$ cat config.mk
export PLATFORM = sky130hd
export DESIGN_NAME = ifetch_buffer
export DESIGN_NICKNAME = d
export VERILOG_FILES = /design/src/rtl/ifetch_buffer_pkg.sv /design/src/rtl/ifetch_buffer_inst_fifo.sv /design/src/rtl/ifetch_buffer.sv
export SDC_FILE = /design/constraint.sdc
export NUM_CORES = 1
export LEC_CHECK = 0
export CAP_MARGIN = 20
export CORE_MARGIN = 1
export CORE_UTILIZATION = 45
export CTS_CLUSTER_SIZE = 20
export DETAILED_ROUTE_END_ITERATION = 10
export GPL_ROUTABILITY_DRIVEN = 0
export PLACE_DENSITY = 0.68
export SETUP_SLACK_MARGIN = 0.02
export SYNTH_ARGS = -nofsm -noshare
export SYNTH_HDL_FRONTEND = slang
export SYNTH_SLANG_ARGS = --single-unit
export TNS_END_PERCENT = 1
$ cat constraint.sdc
create_clock -name clk -period 3.8 [get_ports clk]
set_input_delay 0.76 -clock clk [delete_from_list [all_inputs] [get_ports clk]]
set_output_delay 0.76 -clock clk [all_outputs]
set_load 0.05 [all_outputs]
$ cat src/rtl/ifetch_buffer_pkg.sv
// Shared types for the instruction fetch buffer: fetch FSM states and the
// (instruction, pc) entry carried through the queue.
package ifetch_buffer_pkg;

  localparam int unsigned WORD_W = 32;

  typedef enum logic [1:0] {
    IFB_FETCH = 2'd0,
    IFB_WAIT  = 2'd1,
    IFB_DRAIN = 2'd2,
    IFB_HALT  = 2'd3
  } ifb_state_t;

  typedef struct packed {
    logic [WORD_W-1:0] inst;
    logic [WORD_W-1:0] pc;
  } fifo_entry_t;

endpackage

$ cat src/rtl/ifetch_buffer_inst_fifo.sv
// DEPTH-entry queue of (instruction, pc) pairs with flush; head is forced to
// zero while empty so decode never sees stale words.
module inst_fifo
  import ifetch_buffer_pkg::*;
#(
  parameter  int unsigned DEPTH = 4,
  localparam int unsigned AW    = $clog2(DEPTH)
) (
  input  logic        clk,
  input  logic        clr,
  input  logic        flush,
  input  logic        push,
  input  logic        pop,
  input  fifo_entry_t wdata,
  output fifo_entry_t head,
  output logic        head_valid,
  output logic [AW:0] count
);

  localparam logic [AW:0] FULL = (AW+1)'(DEPTH);

  fifo_entry_t   mem [DEPTH];
  logic [AW-1:0] wr_ptr;
  logic [AW-1:0] rd_ptr;
  logic          do_push;
  logic          do_pop;

  assign do_pop     = pop && (count != '0);
  assign do_push    = push && ((count != FULL) || do_pop);
  assign head_valid = (count != '0);
  assign head       = head_valid ? mem[rd_ptr] : '0;

  always_ff @(negedge clk) begin
    if (do_push) begin
      mem[wr_ptr] <= wdata;
    end
  end

  always_ff @(negedge clk) begin
    if (clr || flush) begin
      wr_ptr <= '0;
      rd_ptr <= '0;
      count  <= '0;
    end else begin
      if (do_push) begin
        wr_ptr <= wr_ptr + AW'(1);
      end
      if (do_pop) begin
        rd_ptr <= rd_ptr + AW'(1);
      end
      if (do_push && !do_pop) begin
        count <= count + (AW+1)'(1);
      end else if (do_pop && !do_push) begin
        count <= count - (AW+1)'(1);
      end
    end
  end

endmodule

$ cat src/rtl/ifetch_buffer.sv
// Instruction fetch buffer: owns the sequential fetch pointer, issues word reads
// over req/ack and queues returned instructions with their PCs for decode.
module ifetch_buffer
  import ifetch_buffer_pkg::*;
#(
  parameter int unsigned DEPTH = 4
) (
  input  logic        clk,
  input  logic        clr,
  input  logic        redirect_valid,
  input  logic [31:0] redirect_pc,
  input  logic        halt,
  output logic        imem_req,
  output logic [31:0] imem_addr,
  input  logic        imem_ack,
  input  logic [31:0] imem_rdata,
  output logic        inst_valid,
  output logic [31:0] inst,
  output logic [31:0] inst_pc,
  input  logic        inst_ready,
  output logic [31:0] fetched_count
);

  localparam int unsigned AW      = $clog2(DEPTH);
  localparam logic [AW:0] DEPTH_C = (AW+1)'(DEPTH);

  ifb_state_t  state;
  ifb_state_t  state_n;
  logic [31:0] ptr;
  logic [31:0] ptr_n;
  logic [31:0] addr_n;
  logic        req_n;
  logic        halted;
  logic        halt_eff;
  logic        complete;
  logic        issue;
  logic        can_issue;
  logic        fifo_push;
  logic        fifo_pop;
  logic [AW:0] fifo_count;
  fifo_entry_t fifo_head;

  assign complete  = imem_req && imem_ack;
  assign halt_eff  = halted || halt;
  assign fifo_push = complete && (state == IFB_WAIT) && !redirect_valid;
  assign fifo_pop  = inst_valid && inst_ready && !redirect_valid;
  // Pre-pop count plus the word landing now: a full queue being drained still
  // blocks issue for this edge, so the queue can never overflow.
  assign can_issue = (fifo_count + (AW+1)'(fifo_push)) < DEPTH_C;

  inst_fifo #(.DEPTH(DEPTH)) u_fifo (
    .clk        (clk),
    .clr        (clr),
    .flush      (redirect_valid),
    .push       (fifo_push),
    .pop        (fifo_pop),
    .wdata      ('{inst: imem_rdata, pc: imem_addr}),
    .head       (fifo_head),
    .head_valid (inst_valid),
    .count      (fifo_count)
  );

  assign inst    = fifo_head.inst;
  assign inst_pc = fifo_head.pc;

  always_comb begin
    state_n = state;
    ptr_n   = ptr;
    addr_n  = imem_addr;
    req_n   = imem_req;
    issue   = 1'b0;
    if (redirect_valid) begin
      ptr_n = redirect_pc;
    end else if (fifo_push) begin
      ptr_n = ptr + 32'd1;
    end
    unique case (state)
      IFB_FETCH: begin
        if (halt_eff) begin
          state_n = IFB_HALT;
        end else begin
          issue = redirect_valid || can_issue;
        end
      end
      IFB_WAIT: begin
        if (complete) begin
          state_n = halt_eff ? IFB_HALT : IFB_FETCH;
          req_n   = 1'b0;
          issue   = !halt_eff && (redirect_valid || can_issue);
        end else if (redirect_valid) begin
          state_n = IFB_DRAIN;
        end
      end
      // The abandoned read must still finish on its old address before the
      // redirect target can be requested.
      IFB_DRAIN: begin
        if (complete) begin
          state_n = halt_eff ? IFB_HALT : IFB_FETCH;
          req_n   = 1'b0;
        end
      end
      IFB_HALT: begin
        state_n = IFB_HALT;
      end
    endcase
    if (issue) begin
      state_n = IFB_WAIT;
      req_n   = 1'b1;
      addr_n  = ptr_n;
    end
  end

  // State moves on the falling edge so it lines up with the PC register.
  always_ff @(negedge clk) begin
    if (clr) begin
      state         <= IFB_FETCH;
      ptr           <= '0;
      imem_addr     <= '0;
      imem_req      <= 1'b0;
      halted        <= 1'b0;
      fetched_count <= '0;
    end else begin
      state     <= state_n;
      ptr       <= ptr_n;
      imem_addr <= addr_n;
      imem_req  <= req_n;
      halted    <= halt_eff;
      if (fifo_pop) begin
        fetched_count <= fetched_count + 32'd1;
      end
    end
  end

endmodule
=== Word-level counts from Yosys, hierarchy flattened ===
Memories as Yosys holds them, arrays and structs flattened. A register that Yosys moved wholly into a read port is not among the register bits.
Cells that the tools add are included.

* Add/sub/neg operators: 7
* Multipliers: 0
* Divide/modulo/power cells: 0
* Order comparisons: 1
* Equality and inequality tests: 10
* Shift-type cells: 0
* Multiplexer cells: 22
* Bitwise gates (word level): 0
* Reductions and logical operators: 28

{| class="wikitable"
|+ Operators by type and width
! operator !! count
|-
| $add A32 B1 Y32 const B || 2
|-
| $mux W32 || 2
|-
| $mux W64 || 1
|-
| $mux W2 || 7
|-
| $ne A3 B3 Y1 const B || 4
|-
| $logic_and A1 B1 Y1 || 10
|-
| $mux W1 || 8
|-
| $pmux W2 S4 || 1
|-
| $mux W3 || 2
|-
| $reduce_and A3 Y1 || 2
|-
| $reduce_bool A2 Y1 || 3
|-
| $add A2 B1 Y2 const B || 2
|-
| $eq A2 B2 Y1 const B || 2
|-
| $logic_not A1 Y1 || 4
|-
| $logic_or A1 B1 Y1 || 4
|-
| $ne A2 B2 Y1 const B || 2
|-
| $ne A4 B4 Y1 const B || 1
|-
| $reduce_or A2 Y1 || 2
|-
| $add A3 B1 Y3 || 1
|-
| $add A3 B1 Y3 const B || 1
|-
| $lt A3 B3 Y1 const B || 1
|-
| $reduce_bool A3 Y1 || 1
|-
| $sub A3 B1 Y3 const B || 1
|-
| $eq A2 B1 Y1 const B || 1
|-
| other kinds (3) || 3
|}

* Register bits after elaboration: 107
* Latch bits: 0
* Bits in writable memories: 256
* ROM bits: 0
* Bits of input ports: 70
* Output and inout bits: 130
* Logic and storage cells: 79
* Memories kept: 1

{| class="wikitable"
|+ Memory list
! name !! depth !! bits a word !! read ports !! clocked after Yosys merged registers in !! write ports !! RTL line !! source
|-
| u_fifo.mem || 4 || 64 || 1 || 1 || 1 || ifetch_buffer_inst_fifo.sv:22 || <nowiki>fifo_entry_t mem [DEPTH];</nowiki>
|}

=== Logic depth before layout (Yosys ltp) ===
* Word-level depth: 11
* Gate-level depth with buffers: 11
* Gate-level depth less buffers: 10

=== Cells and area by module ===
From an unflattened synthesis, not the netlist that was laid out.

* Cell total of the unflattened synthesis: 1000
* Area, all modules: 14829.2 um^2

{| class="wikitable"
|+ Modules (own cells, without submodules)
! module !! instances !! cells each !! area an instance (um^2) !! sequential area each (um^2)
|-
| inst_fifo || 1 || 456 || 10211.0 || 7867.5
|-
| ifetch_buffer || 1 || 544 || 4618.2 || 2001.9
|}

==> impl_results.md <==
* FF-to-FF path depth at 5
* Setup WS post-layout at -1.01 ns
* Reg-to-reg critical path startpoint: fetched_count[9]$_SDFFE_NP0N_
* I/O Buffers at 199
* Syn. warnings at 0
* Distinct cell type count after synthesis at between 60 and 70
* Static leakage at 0.00947 uW
* Area Overhead vs Synth at 52.0%
* Slew HR at 44.3%
* RSZ-0062 raised after global routing: true
* CP max-delay cell: mux4_2
* Utilization after layout at 69.6%
* Total GRT Usage at 22.8%
* CP endpoint: inst[22]
* Predominant post-synthesis flop cell: edfxtp_1
* Post-Place Setup Slack at -1.18 ns
* Nets at about 1800
* # Max-Cap Violations at 0
* Mean post-synth cell area at 14.5 um2
* Number of H-tree levels at 2
* Worst path bufs/invs at 4
* Starting density of the core at 45.8%
* Crit Path Class: reg -> out
* CP most frequent cell: buf_12
* Failing checks: setup timing
* Flop-to-flop setup slack at 1.29 ns
* Pins Over Slew Limit at 0
* Worst-path clk slew at 0.04 ns
* Hold Crit Class: reg -> reg
* Crit-path max cell delay at 0.50 ns
* Max IR drop VDD at 0.311 mV
* Clk root buf: clkbuf_16
* Commonest non-fill, non-tap cell in the layout: inv_1
* Vias in the first global route at 12123
* Die ar. at 33800 um2
* Top delay family on crit path: buffers and inverters
* Mapped Nets at 1112
* Hold Violations, Final at 0
* CTS max path bufs at 3
* Layout cells sized above 1 at between 30% and 40%
* Core ar. at between 30000 and 40000 um2
* Crit path depth at 6
* WL per Instance at 17.9 um
* Worst reg2reg path endpoint: fetched_count[31]$_SDFFE_NP0N_
* Routed wire length at 38.4 mm
* Post-Synthesis Cells at 1031
* Largest net degree at the start of global routing at 52
* CTS Buf Count at 40
* Post-CTS Hold Fix Bufs at 0
* Cell Area, Placed at 18900 um2
* Via-to-Cell Ratio at 5.20
* EDFF count, synth at approximately 260
* Worst skew pair latency at 0.60 ns
* Vias at 11193
* 1st-iter DRT viols at roughly 650
* Die height at 184 um
* Post-DRT Antenna Nets at 0
* Crit-path cells: buf_12 -> buf_12 -> buf_16 -> mux4_2 -> and2_4 -> buf_6
* GR Overflow Total at 0
* Clock skew at 0.0324 ns
* I/O pin total at 200
* First-pass GRT wire length at 59.9 mm
* CP Launch Type: flop
* Die width at 184 um
* Data required, critical path at 3.04 ns
* # rows at 66
* CTS tree: built
* Synth async-reset ratio at 0%
* Initial antenna violation count at 3
* Sequential area share after synthesis at 66.2%
* Pwr dens at around 500 nW/um2
* # DRC at 0
* Commonest non-fill, non-tap cells in the layout: inv_1 (394), edfxtp_1 (256), buf_12 (109)
* #FFs+latches synth at 365
* FILL cells at around 2300
* CP Capture Type: output pin
* Crit path DAT at 4.05 ns
* Worst Tran Pin Value at 0.829 ns
* Final Cell Area at between 20000 and 25000 um2
* Drt first pass iters at 4
* Synthesized area at approximately 15000 um2
* Status: finished with violations
* Final setup fails at 71
* CP Max Fanout at 5
* Detailed Place HPWL at between 20 and 25 mm
* Clk sinks at 365
cell usage after synthesis, drive strengths merged (10+ instances only):
library cell    n  area (um2)
xnor2          25         219
ha             10         125
o21ai          15        75.1
clkbuf         42         158
xor2           11        96.3
and3           13        81.3
nor3           34         185
and2           75         469
buf            16        75.1
nor4           19         155
edfxtp        256        7690
nor2           81         304
dfxtp         109        2180
o41ai          11         104
mux4           64        1440
nand2          46         173
nand4          17         106
a21oi          21         105
inv            18        67.6
nand3          43         215
metrics by stage:
step	power [uW]	hold slack, ns	instances	TNS, ns
4_1_cts	11400	0.486	2151	-65.15
3_3_place_gp	6450	0.486	1705	-299.33
5_1_grt	12000	0.488	2151	-68.40
3_5_place_dp	6470	0.490	1705	-314.45
6_report	11300	0.488	2152	-62.94
2_1_floorplan	5800	0.473	1031	-218.45
area by class of cell:
| class | instances | area [um2] | area share, % |
|---|---|---|---|
| diodes | 1 | 2.50 | 0.0111 |
| clock buffers | 41 | 1030 | 4.53 |
| clock inverters | 394 | 1640 | 7.24 |
| inverters | 17 | 63.8 | 0.282 |
| multi-input cells | 590 | 5140 | 22.7 |
| flip-flops and latches | 365 | 10100 | 44.6 |
| well taps | 442 | 553 | 2.44 |
| repair buffers | 302 | 4110 | 18.2 |
registers in the layout, summed over array words and instances, names as in the netlist, named ones only:
name / flops
u_fifo.rd_ptr: 2
fetched_count: 32
u_fifo.mem: 256
ptr: 32
imem_req: 1
u_fifo.wr_ptr: 2
state: 2
u_fifo.count: 3
halted: 1
imem_addr: 32
how the worst min path moves through the flow:
stage                               start                     endpoint  slack [ns]  cells after the start
2_1_floorplan       state[0]$_SDFFE_NP0P_        state[0]$_SDFFE_NP0P_        0.47                      2
3_3_place_gp        state[0]$_SDFFE_NP0P_        state[0]$_SDFFE_NP0P_        0.49                      2
4_1_cts        imem_addr[15]$_SDFFE_NP0P_  u_fifo.mem[3][15]$_DFFE_NP_        0.49                      0
3_5_place_dp        state[0]$_SDFFE_NP0P_        state[0]$_SDFFE_NP0P_        0.49                      2
5_1_grt         imem_addr[8]$_SDFFE_NP0P_   u_fifo.mem[3][8]$_DFFE_NP_        0.49                      0
6_report        imem_addr[4]$_SDFFE_NP0P_   u_fifo.mem[1][4]$_DFFE_NP_        0.49                      0
power breakdown:
group | internal, uW | switching [uW]
combinational | 592 | 655
clock | 2810 | 2560
sequential | 4470 | 195
total | 7880 | 3410
cells by family after synthesis:
kind of cell,after synthesis,share of synthesized area [%]
flip-flops,365,66.2
adder cells (fa/ha/maj),11,0.974
AND/OR/NAND/NOR,364,13.2
XOR/XNOR,36,2.12
multiplexers,73,10.3
buffers and inverters,76,2.02
AO/OA/AOI/OAI,106,5.17
layer usage:
metal	part of all wire (%)	up-vias	GRT usage, %
met5	0.081	-	0
met4	1.6	4	10.2
met3	6.5	54	9.31
met2	52	353	38.3
li1	-	5260	-
met1	40	5522	25.3
what timing repair did:
item                       CTS  global route
buffers inserted             7             0
pin swaps                   20             5
setup endpoints to repair  490           287
cloned                       5             0
gates resized for setup    279            23
No activity file was read; power rests on OpenSTA's default activity.
==> edit: new RTL, same flow settings <==
`DEPTH` is set to 4 in 2 places; all go to 8.
--- a/src/rtl/ifetch_buffer_inst_fifo.sv
+++ b/src/rtl/ifetch_buffer_inst_fifo.sv
@@ -3,7 +3,7 @@
 module inst_fifo
   import ifetch_buffer_pkg::*;
 #(
-  parameter  int unsigned DEPTH = 4,
+  parameter  int unsigned DEPTH = 8,
   localparam int unsigned AW    = $clog2(DEPTH)
 ) (
   input  logic        clk,
--- a/src/rtl/ifetch_buffer.sv
+++ b/src/rtl/ifetch_buffer.sv
@@ -3,7 +3,7 @@
 module ifetch_buffer
   import ifetch_buffer_pkg::*;
 #(
-  parameter int unsigned DEPTH = 4
+  parameter int unsigned DEPTH = 8
 ) (
   input  logic        clk,
   input  logic        clr,
Formal check against the unedited RTL: not equivalent (a bounded check fails within 10 cycles, from zero or initial values).
==> edit against the original RTL <==
- the run still ends with setup timing left
- critical endpoint is now inst_pc[20]
- sequential cell count is 260 higher
- critical path type unchanged
- worst setup slack worse by 300 ps
- power is 70% higher
- final area is 60% higher
- sequential power is 67% higher
- highest routed layer unchanged
- area after synthesis is 67% higher
- routed wire length is 79% higher
- register-to-register slack worse by 270 ps
- critical path depth is 1 higher
==> edit: results (changes against the original RTL) <==
outcome finished, violations left; failing checks setup timing; total CTS buffers 69 (+73%); via count 17600 (+57%); Final Skew 50.8 ps (+18.4 ps); first-pass GRT wire length 105000 um (+75%); DR WL/cell 21.3 um (+19%); top post-synthesis cells by area edfxtp_1 (62%), mux4_2 (12%), dfxtp_1 (9.1%); Worst Path Arrival 4350 ps (+300 ps); Avg Cell Area, Syn 16.9 sq um (+17%); initial antenna violation count 1 (-2); Post-synth top cells edfxtp_1 (512), nor2_1 (150), mux4_2 (128), dfxtp_1 (113), mux2i_1 (72); GRT Overall Usage 24.6% (+1.8 points); share of the synthesized area in the top cell type 61.6% (+10 points); final setup margin -1310 ps (-304 ps); die footprint 0.0564 sq mm (+67%); Leak Pwr 14.7 nW (+55%); Yosys cell types 63 (+1.6%); post-DP HPWL 39400 um (+62%); Via density 5.44 (+4.6%); Final nets 2567 (+46%); Psw 5.62 mW (+65%); placed cells 2464 (+45%); worst slew pin tran 1080 ps (+247 ps); Crit path largest cell delay 540 ps (+40 ps); setup TNS -220370 ps (-157430 ps); Finish-stage setup viols 652 (+820%)
-- edit: changes by cell type after synthesis, moves of 20 or more --
cell,change
edfxtp_1,+256
nor2_1,+69
mux2i_1,+67
and2_1,-66
mux4_2,+64
o211ai_1,+20
-- edit: metal layers --
metal / track usage [%] / vias to the layer above / part of all wire, %
li1: - / 7888 / -
met3: 9.48 / 125 / 8.3
met2: 39.3 / 862 / 50
met5: 0 / - / 0.017
met1: 28.6 / 8722 / 39
met4: 13.3 / 2 / 2.6
-- edit: area by class of cell --
type                            instances  area, sq um  area share, %
Inverter                               15         58.8          0.162
Sequential cell                       625        17900           49.3
Timing Repair Buffer                  400         5220           14.4
Tap cell                              696          871           2.40
Clock buffer                           70         1750           4.83
Clock inverter                        679         3030           8.36
Multi-Input combinational cell        750         7470           20.6
Antenna cell                            1         2.50        0.00690
-- edit: final timing paths --
| path | start | depth (start not counted) | slack, ps | end |
|---|---|---|---|---|
| min | imem_addr[7] | 0 | 480 | u_fifo.mem[0][7] |
| max reg2reg | u_fifo.count[0] | 13 | 1020 | u_fifo.count[3] |
| min reg2reg | imem_addr[7] | 0 | 480 | u_fifo.mem[0][7] |
| max | flop | 7 | -1310 | inst_pc[20] |
-- edit: worst reg2reg max path, delay by kind of cell (launching register included) --
| kind | cells | cell delay [ps] |
|---|---|---|
| buffers and inverters | 3 | 260 |
| AO/OA/AOI/OAI | 5 | 1200 |
| adder cells (fa/ha/maj) | 2 | 420 |
| flip-flops | 1 | 310 |
| XOR/XNOR | 1 | 90 |
| AND/OR/NAND/NOR | 2 | 420 |
-- edit: power groups by stage --
| stage | Sequential, mW | Combinational [mW] | Clock (mW) |
|---|---|---|---|
| after CTS | 7.77 | 1.41 | 10.1 |
| after global placement | 7.86 | 1.32 | 0.977 |
| after detailed placement | 7.87 | 1.35 | 0.977 |
| after floorplan | 8.01 | 0.454 | 0.977 |
| final | 7.77 | 1.44 | 9.95 |
| after global routing | 7.77 | 1.51 | 10.9 |
-- edit: logic make-up (layout without fill, tap and decap cells) --
family	Yosys count	count (layout)	share of synthesized area (%)
buf+inv	101	1164	1.67
other cells	0	1	0
flops	625	625	70.7
xor+xnor	37	37	1.30
compound gates	120	120	3.35
mux	211	211	15.0
fa+ha+maj	11	11	0.582
simple gates	371	371	7.43
-- edit: timing repair --
action / CTS / global route
endpoints found under the setup margin: 729 / 689
gates resized for setup: 286 / 50
cloned: 8 / 2
setup buffers: 12 / 1
pin swaps: 11 / 7
hold endpoints to repair: 0 / 0
hold buffers: 0 / 0
